## config.mk

```make
export PLATFORM = sky130hd
export DESIGN_NAME = k007232_vol_mixer
export DESIGN_NICKNAME = d
export VERILOG_FILES = /design/src/rtl/k007232_mix_pkg.sv /design/src/rtl/k007232_mix_dcblock.sv /design/src/rtl/k007232_vol_mixer.sv
export SDC_FILE = /design/constraint.sdc
export NUM_CORES = 1
export LEC_CHECK = 0
export ABC_CLOCK_PERIOD_IN_PS = 4800
export CAP_MARGIN = 20
export CORE_MARGIN = 2
export CORE_UTILIZATION = 50
export DETAILED_ROUTE_END_ITERATION = 8
export PLACE_DENSITY_LB_ADDON = 0.3
export SYNTH_ARGS = -nofsm -noshare
export SYNTH_HDL_FRONTEND = slang
export SYNTH_HIERARCHICAL = 1
export SYNTH_SLANG_ARGS = --single-unit
```

## constraint.sdc

```tcl
create_clock -name mclk -period 4.8 [get_ports mclk]
set_input_delay 1.2 -clock mclk [delete_from_list [all_inputs] [get_ports mclk]]
set_output_delay 1.2 -clock mclk [all_outputs]
set_load 0.005 [all_outputs]
```

## src/rtl/k007232_mix_pkg.sv

```systemverilog
// k007232_mix_pkg: shared types, widths and sample conversion for the 007232 volume mixer.
package k007232_mix_pkg;

    typedef enum logic [2:0] {IDLE, MUL_A, MUL_B, SUM, DCB} state_t;

    localparam int SMP_W  = 7;
    localparam int VOL_W  = 4;
    localparam int PROD_W = 11;

    function automatic logic signed [SMP_W-1:0] ofs2sgn(input logic [SMP_W-1:0] x);
        return {~x[SMP_W-1], x[SMP_W-2:0]};
    endfunction

endpackage

```

## src/rtl/k007232_mix_dcblock.sv

```systemverilog
// k007232_mix_dcblock: one-pole DC blocker on the mixed sum, saturated to MIX_W.
module k007232_mix_dcblock #(
    parameter int MIX_W = 12
) (
    input  logic                    mclk,
    input  logic                    i_RST,
    input  logic                    i_en,
    input  logic signed [MIX_W-1:0] i_x,
    output logic signed [MIX_W-1:0] o_y
);
    localparam int ACC_W = MIX_W + 2;

    logic signed [MIX_W-1:0] x_prev;
    logic signed [ACC_W-1:0] y_prev, y;
    logic                    in_range;

    assign y        = ACC_W'(i_x) - ACC_W'(x_prev) + y_prev - (y_prev >>> 8);
    assign in_range = (&y[ACC_W-1:MIX_W-1]) || !(|y[ACC_W-1:MIX_W-1]);
    assign o_y      = in_range ? y[MIX_W-1:0] : {y[ACC_W-1], {(MIX_W-1){~y[ACC_W-1]}}};

    // History stays unsaturated so clipping never feeds back into the filter.
    always_ff @(posedge mclk) begin
        if (i_RST) begin
            x_prev <= '0;
            y_prev <= '0;
        end else if (i_en) begin
            x_prev <= i_x;
            y_prev <= y;
        end
    end

endmodule

```

## src/rtl/k007232_vol_mixer.sv

```systemverilog
// k007232_vol_mixer: 007232 volume latch, shared-multiplier channel scaling and A+B mix.
// Define K007232_MIX_DCBLOCK_EN to pass o_MIX through a DC blocker (adds one cycle of latency).
module k007232_vol_mixer
    import k007232_mix_pkg::*;
#(
    parameter int MIX_W = 12,
    parameter int CH_W  = 11
) (
    input  logic                    mclk,
    input  logic                    i_RST,
    input  logic                    i_SMP_STB,
    input  logic                    i_SLEV_n,
    input  logic [7:0]              i_DB,
    input  logic [SMP_W-1:0]        i_ASD,
    input  logic [SMP_W-1:0]        i_BSD,
    output logic [VOL_W-1:0]        o_VOL_A,
    output logic [VOL_W-1:0]        o_VOL_B,
    output logic signed [CH_W-1:0]  o_SND_A,
    output logic signed [CH_W-1:0]  o_SND_B,
    output logic signed [MIX_W-1:0] o_MIX,
    output logic                    o_VALID,
    output logic                    o_BUSY,
    output logic                    o_OVR
);
    state_t                   state;
    logic                     slev_q;
    logic [7:0]               shadow;
    logic signed [SMP_W-1:0]  ws_a, ws_b, m_s;
    logic [VOL_W-1:0]         wv_a, wv_b, m_v;
    logic signed [PROD_W-1:0] pa, prod;
    logic signed [MIX_W-1:0]  raw_sum;

    assign m_s    = (state == MUL_A) ? ws_a : ws_b;
    assign m_v    = (state == MUL_A) ? wv_a : wv_b;
    assign prod   = PROD_W'(m_s) * PROD_W'($signed({1'b0, m_v}));
    assign o_BUSY = (state != IDLE);

`ifdef K007232_MIX_DCBLOCK_EN
    logic signed [PROD_W-1:0] pb;
    logic signed [MIX_W-1:0]  mix_f;

    assign raw_sum = MIX_W'(pa) + MIX_W'(pb);

    k007232_mix_dcblock #(.MIX_W(MIX_W)) u_dcb (
        .mclk  (mclk),
        .i_RST (i_RST),
        .i_en  (state == SUM),
        .i_x   (raw_sum),
        .o_y   (mix_f)
    );
`else
    assign raw_sum = MIX_W'(pa) + MIX_W'(prod);
`endif

    // Outputs are published on the edge entering the state that carries o_VALID.
    always_ff @(posedge mclk) begin
        if (i_RST) begin
            state   <= IDLE;
            slev_q  <= 1'b1;
            shadow  <= '0;
            o_VOL_A <= '0;
            o_VOL_B <= '0;
            ws_a    <= '0;
            ws_b    <= '0;
            wv_a    <= '0;
            wv_b    <= '0;
            pa      <= '0;
`ifdef K007232_MIX_DCBLOCK_EN
            pb      <= '0;
`endif
            o_SND_A <= '0;
            o_SND_B <= '0;
            o_MIX   <= '0;
            o_VALID <= 1'b0;
            o_OVR   <= 1'b0;
        end else begin
            slev_q  <= i_SLEV_n;
            o_VALID <= 1'b0;
            if (!i_SLEV_n) shadow <= i_DB;
            if (!slev_q && i_SLEV_n) begin
                o_VOL_A <= shadow[7:4];
                o_VOL_B <= shadow[3:0];
            end
            if (i_SMP_STB && state != IDLE) o_OVR <= 1'b1;
            case (state)
                IDLE: if (i_SMP_STB) begin
                    ws_a  <= ofs2sgn(i_ASD);
                    ws_b  <= ofs2sgn(i_BSD);
                    wv_a  <= o_VOL_A;
                    wv_b  <= o_VOL_B;
                    state <= MUL_A;
                end
                MUL_A: begin
                    pa    <= prod;
                    state <= MUL_B;
                end
`ifdef K007232_MIX_DCBLOCK_EN
                MUL_B: begin
                    pb    <= prod;
                    state <= SUM;
                end
                SUM: begin
                    o_SND_A <= CH_W'(pa);
                    o_SND_B <= CH_W'(pb);
                    o_MIX   <= mix_f;
                    o_VALID <= 1'b1;
                    state   <= DCB;
                end
`else
                MUL_B: begin
                    o_SND_A <= CH_W'(pa);
                    o_SND_B <= CH_W'(prod);
                    o_MIX   <= raw_sum;
                    o_VALID <= 1'b1;
                    state   <= SUM;
                end
`endif
                default: state <= IDLE;
            endcase
        end
    end

endmodule
```

# Word-level counts from Yosys, hierarchy flattened
# Index checks and enable logic that the tools add are counted.
[classes]
addsub = 1
n_mux = 5
multipliers = 1
bitwise = 2
reduce_logical = 6
n_eq_ne = 3
[op_table]
columns = ["op", "count"]
rows = [
  ["11-bit by 11-bit adder with 12-bit output", 1],
  ["7-bit by 5-bit multiplier with 11-bit output", 1],
  ["3-bit one-hot mux with 3 select lines", 1],
  ["7-bit 2-to-1 mux", 1],
  ["4-bit 2-to-1 mux", 1],
  ["3-bit by 1-bit == test with 1-bit output (second input constant)", 1],
  ["3-bit by 2-bit == test with 1-bit output (second input constant)", 1],
  ["3-bit logical NOT", 1],
  ["3-bit 2-to-1 mux", 1],
  ["3-bit nonzero test", 1],
  ["1-bit logical AND", 2],
  ["2-bit inequality test (second input constant)", 1],
  ["1-bit inverter", 2],
  ["2-bit AND reduction", 1],
  ["1-bit logical NOT", 1],
  ["1-bit 2-to-1 mux", 1],
]
[word_totals]
regBits = 89
out_inout_bits = 45
word_cells = 33

# Depth between registers and ports, before layout
# Gate-level depths: netlist of the first run.
[depth]
depth_word = 4
depth_mapped = 23
ltp_nobuf = 22

# Worst setup path before layout of the first run
# OpenSTA, ideal clock, no wires.
[synth_path]
path_kind = "register to register"
startpoint = "reg state[1]"
endpoint = "reg o_MIX[9]"
path_stages_with_launch = 24
path_slack_ns = -0.077
setup_time_ns = 0.117
path_buffers = 2
arrival_time_ns = 4.759
required_ns = 4.683
cell_sequence = "dfxtp_1 > inv_1 > ha_1 > buf_2 > and2_1 > clkbuf_1 > a22o_1 > ha_1 > inv_1 > fa_1 > fa_1 > inv_1 > ha_1 > nor2b_1 > o31a_1 > o21a_1 > nor2_1 > xnor2_1 > ha_1 > nand2_1 > nor2_1 > a31oi_1 > mux2i_1 > nand2_1"
[synth_between]
elab_chain_len = 4
[synth_lines]
columns = ["item", "line", "rtl"]
rows = [
  ["start: declaration", "k007232_vol_mixer.sv:25", "state_t state;"],
  ["start signal: assignment", "k007232_vol_mixer.sv:58", "state <= IDLE;"],
  ["start signal: assignment", "k007232_vol_mixer.sv:91", "state <= MUL_A;"],
  ["start signal: assignment", "k007232_vol_mixer.sv:95", "state <= MUL_B;"],
  ["3-bit by 1-bit == test with 1-bit output *", "k007232_vol_mixer.sv:33, k007232_vol_mixer.sv:34", ""],
  ["7-bit 2-to-1 mux / 4-bit 2-to-1 mux (equally long branches)", "k007232_vol_mixer.sv:33, k007232_vol_mixer.sv:34", ""],
  ["7-bit by 5-bit multiplier with 11-bit output *", "k007232_vol_mixer.sv:35", "assign prod = PROD_W'(m_s) * PROD_W'($signed({1'b0, m_v}));"],
  ["named net prod[8]", "k007232_vol_mixer.sv:30", "logic signed [PROD_W-1:0] pa, prod;"],
  ["11-bit by 11-bit adder with 12-bit output *", "k007232_vol_mixer.sv:52", "assign raw_sum = MIX_W'(pa) + MIX_W'(prod);"],
  ["end signal: assignment", "k007232_vol_mixer.sv:113", "o_MIX <= raw_sum;"],
  ["end: declaration", "k007232_vol_mixer.sv:20", "output logic signed [MIX_W-1:0] o_MIX,"],
]
# Mark *: on every way through the listed nets, which the timed path passes. The rest lies on a longest branch.
# A chain may end at the register's enable or synchronous reset.

# Worst setup path in the final report of the first run
[layout_path]
startpoint = "reg state[1]"
endpoint = "reg o_MIX[10]"
# The elaborated chain is that of the path after synthesis.

==> summary.md, run 1 <==
| Metric | Value |
|---|---|
| Syn Inst Count | `570` |
| H-tree levels | `3` |
| All-Layer GR Usage | `0.223` |
| Final #Nets | `730` |
| Most numerous cell in the Yosys netlist | `dfxtp_1` |
| Final setup fails | `0` |
| First-pass GRT wire length | `18.8 mm` |
| Tot Pwr | `1.60 mW` |
| Depth of the most critical reg-to-reg path | `21` |
| DRC viols | `0` |
| Final Hold Fails | `0` |
| Arr. time, crit path | `4.92 ns` |
| DP Worst Slack | `-0.0520 ns` |
| P_leak | `2.62 nW` |
| Peak supply drop | `182 µV` |
| Crit path kind | `reg -> reg` |
| P per Cell Area | `253 nW/µm²` |
| Worst min-delay path class | `reg -> reg` |
| Synthesized area | `4950 µm²` |
| Post-Route Skew | `0.0143 ns` |
| Seq/Total Area, Yosys | `0.356` |
| Mapped Nets | `646` |
| Final Critical Period | `4.67 ns` |
| Max FO, Critical Path | `5` |
| DP HPWL | `8.66 mm` |
| Synth cell types | `47` |
| Post-synth top cells | `dfxtp_1 (88), nand2_1 (69), nor2_1 (69)` |
| Synthesis warning total | `6` |
| Vias per cell | `5.45` |
| Worst-margin pin slew | `0.955 ns` |
| Initial core utilization | `0.511` |
| Inserted Clock Buffers | `9` |
| Number of global-route vias before repair | `4018` |
| Max-cap violation count | `0` |
| Min-Delay Startpoint | `wv_a[3]$_SDFFE_PP0P_` |
| Worst setup SP type | `flop` |
| GP Congestion | `0.921` |
| Overflow after GRT | `0` |
| Worst R2R Setup Slack | `0.13 ns` |
| Top post-synthesis cells by area | `dfxtp_1 (36%), mux2i_1 (8.9%), ha_1 (8.8%), fa_1 (6.1%), nand2_1 (5.2%)` |
| Req. time, crit path | `5.05 ns` |
| Post-synth EDFFs | `0` |
| Final WS setup | `0.133 ns` |
| Initial antenna violation count | `0` |
| Most common cell on crit path | `ha_4` |
| Die height | `103 µm` |
| Tcrit/Tclk final | `0.972` |
| Drt total wl | `11.7 mm` |
| Root buffer cell | `clkbuf_8` |
| Slew margin rel. | `0.363` |
| Top-area cell type share of the netlist area | `0.356` |
| Critical R2R Capture | `o_MIX[10]$_SDFFE_PP0P_` |
| # hold bufs at CTS | `0` |
| Fin. max-slew vios | `0` |
| Launch point of the worst reg-to-reg path | `state[1]$_SDFFE_PP0P_` |
| # rows | `36` |
| CP max stage delay | `0.54 ns` |
| DR iter-0 viols | `165` |
| Vias | `4315` |
| Routed Antenna Nets | `0` |
| Async SR Flop Fraction | `0` |
| Die Wd | `103 µm` |
| Worst path cell trace | `inv_2 -> ha_4 -> and2_4 -> a22o_1 -> ha_1 -> inv_2 -> fa_1 -> fa_1 -> inv_1 -> ha_4 -> nor2b_1 -> o31a_1 -> o21a_1 -> nor2_2 -> xnor2_2 -> ha_4 -> nand3_1 -> a21oi_1 -> o21ai_0 -> mux2i_1 -> nand2_1` |
| Crit-path slowest cell | `fa_1` |
| Port bufs | `70` |
| Inserted Diodes | `0` |
| Num Clock Sinks | `88` |
| Worst-Skew Late Latency | `0.36 ns` |
| Hold depth | `2` |
| CTS Buffer Depth | `2` |
| Area Growth Syn to Fin | `27.8%` |
| Min Hold Slack | `0.458 ns` |
| Top cell type by total area after synthesis | `dfxtp_1` |
| WL/cell | `14.8 µm` |
| Largest net degree at the start of global routing | `56` |
| Outcome | `completed` |
| Ys flop type | `dfxtp_1` |
| Clock transition at path regs | `0.09 ns` |
| Layout cell share with drive strength beyond 1 | `0.124` |
| Post-Route Utilization | `0.653` |
| Syn_area_per_cell | `8.68 µm²` |
| Pre-Repair DR Iteration Count | `5` |
| Core footprint | `9680 µm²` |
| Die area | `10700 µm²` |
| Worst Hold End | `wv_a[3]$_SDFFE_PP0P_` |
| IO Count | `71` |
| Setup crit end kind | `flop` |
| Flops & latches, synth | `88` |
| CTS tree | `yes` |
| Fmax | `214 MHz` |
[timing repair]
item | in CTS | in global routing
buffers inserted | 2 | 2
pin swaps | 2 | 16
resized for setup | 5 | 28
endpoints found under the setup margin | 3 | 7
[cell usage in the layout, fill, tap and decap left out, types with 15 or more instances in the layout]
cell type and count:
a21oi_1 33, a22o_1 21, buf_4 35, clkdlybuf4s50_1 69, dfxtp_1 87, fa_1 15, ha_1 28, inv_1 35
mux2i_1 44, nand2_1 68, nor2_1 68
[cells by family (layout without fill, tap and decap cells)]
family	count (synthesis)	in the layout	share of synthesized area
and+or+nand+nor	191	191	0.171
DFF	88	88	0.356
AOI/OAI and AO/OA	115	115	0.160
muxes	44	44	0.0890
adders and majority gates	50	50	0.149
buffers and inverters	71	160	0.0551
xor gates and xnor gates	11	11	0.0195
[registers in the layout (all words and copies together), names as in the netlist]
name,cells
o_MIX,12
o_SND_A,11
o_SND_B,11
pa,11
shadow,8
ws_a,7
ws_b,7
o_VOL_A,4
o_VOL_B,4
wv_a,4
wv_b,4
state,2
o_OVR,1
o_VALID,1
slev_q,1
[routing by layer]
| layer | part of all wire | track usage |
|---|---|---|
| met1 | 0.43 | 0.271 |
| met2 | 0.51 | 0.399 |
| met3 | 0.044 | 0.0329 |
| met4 | 0.017 | 0.0850 |
| met5 | 0 | 0 |
[area by class of cell]
type | count | area (µm²)
Clock inverter | 6 | 72.6
Timing Repair Buffer | 105 | 958
Tap cell | 133 | 166
Fill cell | 820 | 3360
Multi-Input combinational cell | 411 | 3080
Sequential cell | 88 | 1760
Clock buffer | 10 | 138
Inverter | 39 | 146
[worst max path at each step]
stage,startpoint,endpoint,slack (ns)
after global routing,state[1]$_SDFFE_PP0P_,o_MIX[10]$_SDFFE_PP0P_,-0.08
after CTS,state[1]$_SDFFE_PP0P_,o_MIX[7]$_SDFFE_PP0P_,0.02
after floorplan,state[1]$_SDFFE_PP0P_,o_MIX[9]$_SDFFE_PP0P_,0.006
after global placement,state[1]$_SDFFE_PP0P_,o_MIX[9]$_SDFFE_PP0P_,-0.004
after detailed placement,state[1]$_SDFFE_PP0P_,o_MIX[9]$_SDFFE_PP0P_,-0.05
final,state[1]$_SDFFE_PP0P_,o_MIX[10]$_SDFFE_PP0P_,0.13
[critical path, delay by kind of cell (launching register included)]
kind,cells,cell delay (ns)
mux,1,0.18
flops,1,0.35
buf+inv,3,0.16
fa+ha+maj,6,2.03
simple gates,5,0.60
compound gates,5,1.11
xor+xnor,1,0.12
[report_power, final]
group          internal, mW  switching, mW
Clock                 0.263          0.284
Combinational         0.109          0.143
Sequential            0.764         0.0361
Total                  1.14          0.463
[per-stage QoR]
stage / std cells / setup TNS [ns] / instance area (µm²)
3_5_place_dp: 772 / -0.0899 / 5920
3_3_place_gp: 772 / -0.00424 / 5920
5_1_grt: 792 / -0.129 / 6330
6_report: 792 / 0 / 6330
4_1_cts: 790 / 0 / 6160
2_1_floorplan: 570 / 0 / 4950
Note: power is estimated with default switching activity, not from simulation.
==> run 2: changes to the inputs <==
MAX_ROUTING_LAYER = met4   (was not set)
SETUP_SLACK_MARGIN = 0.4   (was not set)
==> summary.md, run 2 (synthesized netlist as in run 1, its figures left out) <==
| Metric | Value |
|---|---|
| Max FO, Critical Path | `7 (+2)` |
| Final #Nets | `716 (-1.9%)` |
| GP Congestion | `0.894 (-2.9%)` |
| Overflow after GRT | `0 (unchanged)` |
| H-tree levels | `3 (unchanged)` |
| Fin. max-slew vios | `0 (unchanged)` |
| Largest net degree at the start of global routing | `68 (+21%)` |
| Layout cell share with drive strength beyond 1 | `0.127 (+0.00270)` |
| Fmax | `225 MHz (+4.8%)` |
| Port bufs | `70 (unchanged)` |
| RSZ-0062 raised after global routing | `yes` |
| First-pass GRT wire length | `19.6 mm (+4.0%)` |
| Final setup fails | `0 (unchanged)` |
| Most frequent cells in the layout | `dfxtp_1 (86), clkdlybuf4s50_1 (69), nor2_1 (68)` |
| Post-Route Utilization | `0.650 (-0.00323)` |
| Req. time, crit path | `5.11 ns (+0.06 ns)` |
| Setup crit end kind | `flop` |
| Largest register FFs | `12 (unchanged)` |
| Final Hold Fails | `0 (unchanged)` |
| CTS Buffer Depth | `2 (unchanged)` |
| DR iter-0 viols | `131 (-21%)` |
| Pre-Repair DR Iteration Count | `5 (unchanged)` |
| DP Worst Slack | `-0.0683 ns (-0.0162 ns)` |
| Drt total wl | `12.1 mm (+3.1%)` |
| Max-cap violation count | `0 (unchanged)` |
| Die height | `103 µm (unchanged)` |
| Footprint of the multi-input gates | `3180 µm² (+3.2%)` |
| Design Area, Final | `6290 µm² (-0.49%)` |
| Initial antenna violation count | `0 (unchanged)` |
| P_leak | `2.53 nW (-3.4%)` |
| Initial core utilization | `0.511 (unchanged)` |
| Sequential Area | `1760 µm² (about the same)` |
| Root buffer cell | `clkbuf_8` |
| Vias per cell | `5.51 (+1.1%)` |
| Inserted Diodes | `0 (unchanged)` |
| Non-filler cells, final | `778 (-1.8%)` |
| Top routing layer in use | `met4` |
| Arr. time, crit path | `4.76 ns (-0.16 ns)` |
| Inserted Clock Buffers | `9 (unchanged)` |
| Placed inst area | `5820 µm² (-1.8%)` |
| Slew margin rel. | `0.386 (+0.0231)` |
| Routed Antenna Nets | `0 (unchanged)` |
| Most common cell after layout, fill and taps aside | `dfxtp_1` |
| Detailed-routed wire length on met3 | `438 µm (-15%)` |
| Area Growth Syn to Fin | `27.2%` |
| Num Clock Sinks | `88 (unchanged)` |
| All-Layer GR Usage | `0.242 (+0.0182)` |
| WL/cell | `15.5 µm (+5.0%)` |
| IO Count | `71 (unchanged)` |
| Fillers | `816 (-0.49%)` |
| Setup TNS | `0 ns (unchanged)` |
| Die area | `10700 µm² (unchanged)` |
| Tcrit/Tclk final | `0.928 (-0.0447)` |
| DR WL met2 | `6.29 mm (+6.6%)` |
| Worst setup SP type | `flop` |
| P per Cell Area | `245 nW/µm² (-3.1%)` |
| Crit path kind | `reg -> reg` |
| Core footprint | `9680 µm² (unchanged)` |
| Largest register by flop count | `o_MIX` |
| Final Critical Period | `4.45 ns (-0.215 ns)` |
| Worst-margin pin slew | `0.918 ns (-0.0365 ns)` |
| # placed instances | `750 (-2.8%)` |
| Die Wd | `103 µm (unchanged)` |
| WL met1 | `5.14 mm (+1.6%)` |
| # rows | `36 (unchanged)` |
| Depth of the most critical reg-to-reg path | `21 (unchanged)` |
| Worst-Skew Late Latency | `0.37 ns (about the same)` |
| Number of global-route vias before repair | `4011 (-0.17%)` |
| Outcome | `completed` |
| DP HPWL | `8.74 mm (+0.96%)` |
| Post-Route Skew | `0.00863 ns (-0.00570 ns)` |
| DRC viols | `0 (unchanged)` |
| Peak supply drop | `236 µV (+29%)` |
| Vias | `4286 (-0.67%)` |
| Worst min-delay path class | `reg -> reg` |
| CTS tree | `yes` |
| Hold depth | `2 (unchanged)` |
| Final WS setup | `0.347 ns (+0.215 ns)` |
| Clock transition at path regs | `0.09 ns (about the same)` |
## run 2: final timing paths
path                         start                     to  slack [ns]
max          state[1]$_SDFFE_PP0P_  o_MIX[9]$_SDFFE_PP0P_        0.35
min           wv_a[3]$_SDFFE_PP0P_   wv_a[3]$_SDFFE_PP0P_        0.47
max reg2reg  state[1]$_SDFFE_PP0P_  o_MIX[9]$_SDFFE_PP0P_        0.35
min reg2reg   wv_a[3]$_SDFFE_PP0P_   wv_a[3]$_SDFFE_PP0P_        0.47
## run 2: critical path, cell delays in order, from the launching register on
cell and delay, ns:
dfxtp_2 0.34, inv_2 0.05, ha_4 0.18, and2_4 0.17
a22o_1 0.24, ha_1 0.29, inv_2 0.04, fa_1 0.47
fa_1 0.53, inv_2 0.05, ha_4 0.21, nor2b_4 0.12
o31a_1 0.28, o21a_1 0.22, nor2_4 0.12, xnor2_2 0.15
ha_1 0.28, a21o_1 0.18, o21bai_1 0.18, nor3_1 0.14
mux2i_1 0.10, nand2_1 0.07
## run 2: through the flow
stage               hold slack (ns)  power [mW]
finish                        0.474        1.54
global route                  0.501        1.62
detailed placement            0.451        1.06
global placement              0.448        1.05
floorplan                     0.432       0.971
CTS                           0.477        1.55
## run 2: what timing repair did
action                                 CTS  global route
gates resized for setup                 26            17
pin swaps                               14             5
endpoints found under the hold margin    0             0
buffers inserted                         8             4
setup endpoints to repair                7             8
hold buffers                             0             0
## run 2: layer usage
layer	track usage	vias up
li1	-	2119
met1	0.287	2054
met2	0.420	98
met3	0.0390	15
met4	0.0739	0
met5	-	-
## run 2: layout make-up
cell class / count / share of cell area
clock buffers: 9 / 0.0197
clock inverters: 7 / 0.00875
inverters: 39 / 0.0233
multi-input cells: 411 / 0.505
flip-flops and latches: 88 / 0.280
well taps: 133 / 0.0264
repair buffers: 91 / 0.136
## run 2: where the power goes
group          switching, mW  internal, mW  total (mW)  leakage [nW]
Sequential            0.0356         0.764       0.800         0.715
Combinational          0.145         0.113       0.258          1.72
Clock                  0.289         0.195       0.484        0.0919
==> RTL change, RTL diff (config.mk and constraints of run 2) <==
Put one more register stage on the output `o_VOL_B`. The value now appears one clock later. The other outputs are not delayed to match.
--- a/src/rtl/k007232_vol_mixer.sv
+++ b/src/rtl/k007232_vol_mixer.sv
@@ -22,6 +22,8 @@
     output logic                    o_BUSY,
     output logic                    o_OVR
 );
+
+    logic [VOL_W-1:0] o_VOL_B_s0;
     state_t                   state;
     logic                     slev_q;
     logic [7:0]               shadow;
@@ -59,7 +61,7 @@
             slev_q  <= 1'b1;
             shadow  <= '0;
             o_VOL_A <= '0;
-            o_VOL_B <= '0;
+            o_VOL_B_s0 <= '0;
             ws_a    <= '0;
             ws_b    <= '0;
             wv_a    <= '0;
@@ -79,7 +81,7 @@
             if (!i_SLEV_n) shadow <= i_DB;
             if (!slev_q && i_SLEV_n) begin
                 o_VOL_A <= shadow[7:4];
-                o_VOL_B <= shadow[3:0];
+                o_VOL_B_s0 <= shadow[3:0];
             end
             if (i_SMP_STB && state != IDLE) o_OVR <= 1'b1;
             case (state)
@@ -87,7 +89,7 @@
                     ws_a  <= ofs2sgn(i_ASD);
                     ws_b  <= ofs2sgn(i_BSD);
                     wv_a  <= o_VOL_A;
-                    wv_b  <= o_VOL_B;
+                    wv_b  <= o_VOL_B_s0;
                     state <= MUL_A;
                 end
                 MUL_A: begin
@@ -120,4 +122,8 @@
         end
     end
 
+    always_ff @(posedge mclk) begin
+        o_VOL_B <= o_VOL_B_s0;
+    end
+
 endmodule
Behaviour: not the same (a bounded check fails within 4 cycles, from zero or initial values and one cycle with i_RST high).
==> RTL change against run 2 <==
- final area grew 6.6%
- cell count grew 3.9%
- global-route usage is essentially flat
- count of clock-buffer cells in the layout grew 1
- setup slack lost 170 ps
- sequential share of layout area shrank 0.51 points
- routed wire length grew 5.6%
- sequential cell count grew 4
- synthesized area grew 2.1%
- total power grew 6.1%
- via count grew 4.2%
- largest cell class unchanged
==> RTL change: results (changes against run 2) <==
Run status
  – Outcome: completed

Routing
  – Wire length per cell: 15.8 µm (+1.7%)
  – Vias per cell: 5.53 (+0.38%)
  – Initial DRC count: 153 (+17%)

Cells and area
  – Buffers, non-clock: 114 (+25%)
  – Multi-In Gates: 414 (+0.73%)
  – Non-clock buffers, area share: 15.5% (+1.9 points)
  – Clock-cell share of area: 3.00% (+0.16 points)
  – Non-Filler Instances: 808 (+3.9%)
  – Fillers: 781 (-4.3%)
  – Layout cells sized above 1: 17.8% (+5.1 points)
  – Layout clock buffer count: 10 (+1)
  – Final #Nets: 746 (+4.2%)
  – Nonclk inv count: 39 (unchanged)
  – Multi-input logic area: 3310 µm² (+4.0%)
  – Register area: 1850 µm² (+4.7%)
  – Sequential cell count: 92 (+4.5%)

Logic synthesis
  – XOR/XNOR share of the synthesized area: 1.91% (-0.040 points)
  – Async S/R FF share, synth: 0% (unchanged)
  – Synth top area cells: dfxtp_1 36%, mux2i_1 9.1%, ha_1 8.7%, fa_1 5.9%, nand2_1 5.2%
  – Register area share after synthesis: 36.5% (+0.86 points)
  – Cells after Synth: 577 (+1.2%)
  – Post-synthesis mux area share: 9.11% (+0.22 points)
  – List of most frequent post-synthesis cells: 92 x dfxtp_1, 70 x nand2_1, 67 x nor2_1
  – Syn Nets: 653 (+1.1%)
  – Top_reg_cell synth: dfxtp_1
  – Compound-Gate Fraction of Synth Area: 16.0% (-0.028 points)
  – Synth Area in Adders: 14.6% (-0.30 points)

Critical path
  – Worst EP arrival: 4870 ps (+110 ps)
  – Internal reg-to-reg setup slack: 180 ps (-170 ps)
  – Critical Path Fanout Max: 6 (-1)
  – Slowest cell on crit path: fa_2
  – CP peak stage delay: 560 ps (+30 ps)

Global route
  – First-pass GRT wire length: 20900 µm (+7.1%)
  – Vias in the first global route: 4495 (+12%)
  – Tot GR Track Use: 24.2% (about the same)
  – Initial antenna violation count: 0 (unchanged)
  – Largest net degree at the start of global routing: 62 (-8.8%)

Power and ir drop
  – LEAKAGE: 2.71 nW (+7.1%)
  – Worst VDD drop: 198 µV (-16%)
  – Pint: 1.13 mW (+5.8%)

Worst hold path
  – WHS Endpoint: o_VOL_B[1]
  – Hold Path Origin: o_VOL_B_s0[1]
  – Worst hold stages: 0 (-2)

Timing
  – Clock skew: 18.4 ps (+9.80 ps)
  – Post-route clock period utilization: 96.2% (+3.5 points)
  – Slew headroom: 28.7% (-9.9 points)
  – Hold slack: 378 ps (-95.8 ps)

Place
  – IO Port Bufs: 70 (unchanged)
  – Placed instance count: 766 (+2.1%)
  – RePlAce Congestion: 0.870 (-2.8%)
  – DP Wirelength: 8960 µm (+2.5%)
[RTL change: cell count changes in the layout (fill, tap and decap cells not counted), sizes merged, moves of 3 or more]
cell   change
buf       +23
dfxtp      +4
a21oi      +3
nand4      -3
[RTL change: metal layers]
metal  wire length (µm)  vias up  part of all wire [%]  GRT usage [%]
met1               5360     2146                    42           27.4
li1                   -     2184                     -              -
met3                512       18                   4.0           4.32
met2               6660      120                    52           43.2
met4                201        0                   1.6           7.24
met5                  0        -                     0              -
[RTL change: power by group through the flow]
stage                     Sequential (mW)  Combinational, mW  Clock (mW)
after floorplan                     0.840              0.165           0
after global placement              0.848              0.242           0
after detailed placement            0.849              0.251           0
after CTS                           0.832              0.262       0.539
after global routing                0.838              0.297       0.570
final                               0.834              0.269       0.533
[RTL change: worst reg2reg max path, cell delays in order (launching register included)]
cell	delay [ps]
dfxtp_2	360
inv_2	50
ha_4	160
and2_4	150
a22o_1	210
ha_1	290
inv_2	40
fa_2	560
fa_1	420
inv_2	80
ha_4	190
nor2b_4	120
o31a_1	270
o21a_1	230
nor2_4	130
xnor2_2	150
ha_1	290
nand2_2	110
a211oi_2	60
a31oi_2	230
mux2i_1	110
a311o_1	270
[RTL change: worst max-delay path by stage]
stage / endpoint / slack, ps / cells past startpoint
5_1_grt: o_MIX[9] / -40 / 22
3_3_place_gp: o_MIX[9] / 70 / 21
3_5_place_dp: o_MIX[9] / -20 / 21
6_report: o_MIX[9] / 180 / 21
4_1_cts: o_MIX[9] / 210 / 21
2_1_floorplan: o_MIX[9] / 90 / 23
[RTL change: repair_timing]
action	4_1_cts	5_1_grt
hold buffers	0	0
resized for setup	52	18
setup endpoints to repair	7	8
setup buffers	15	11
pin swaps	38	18
cloned	0	0
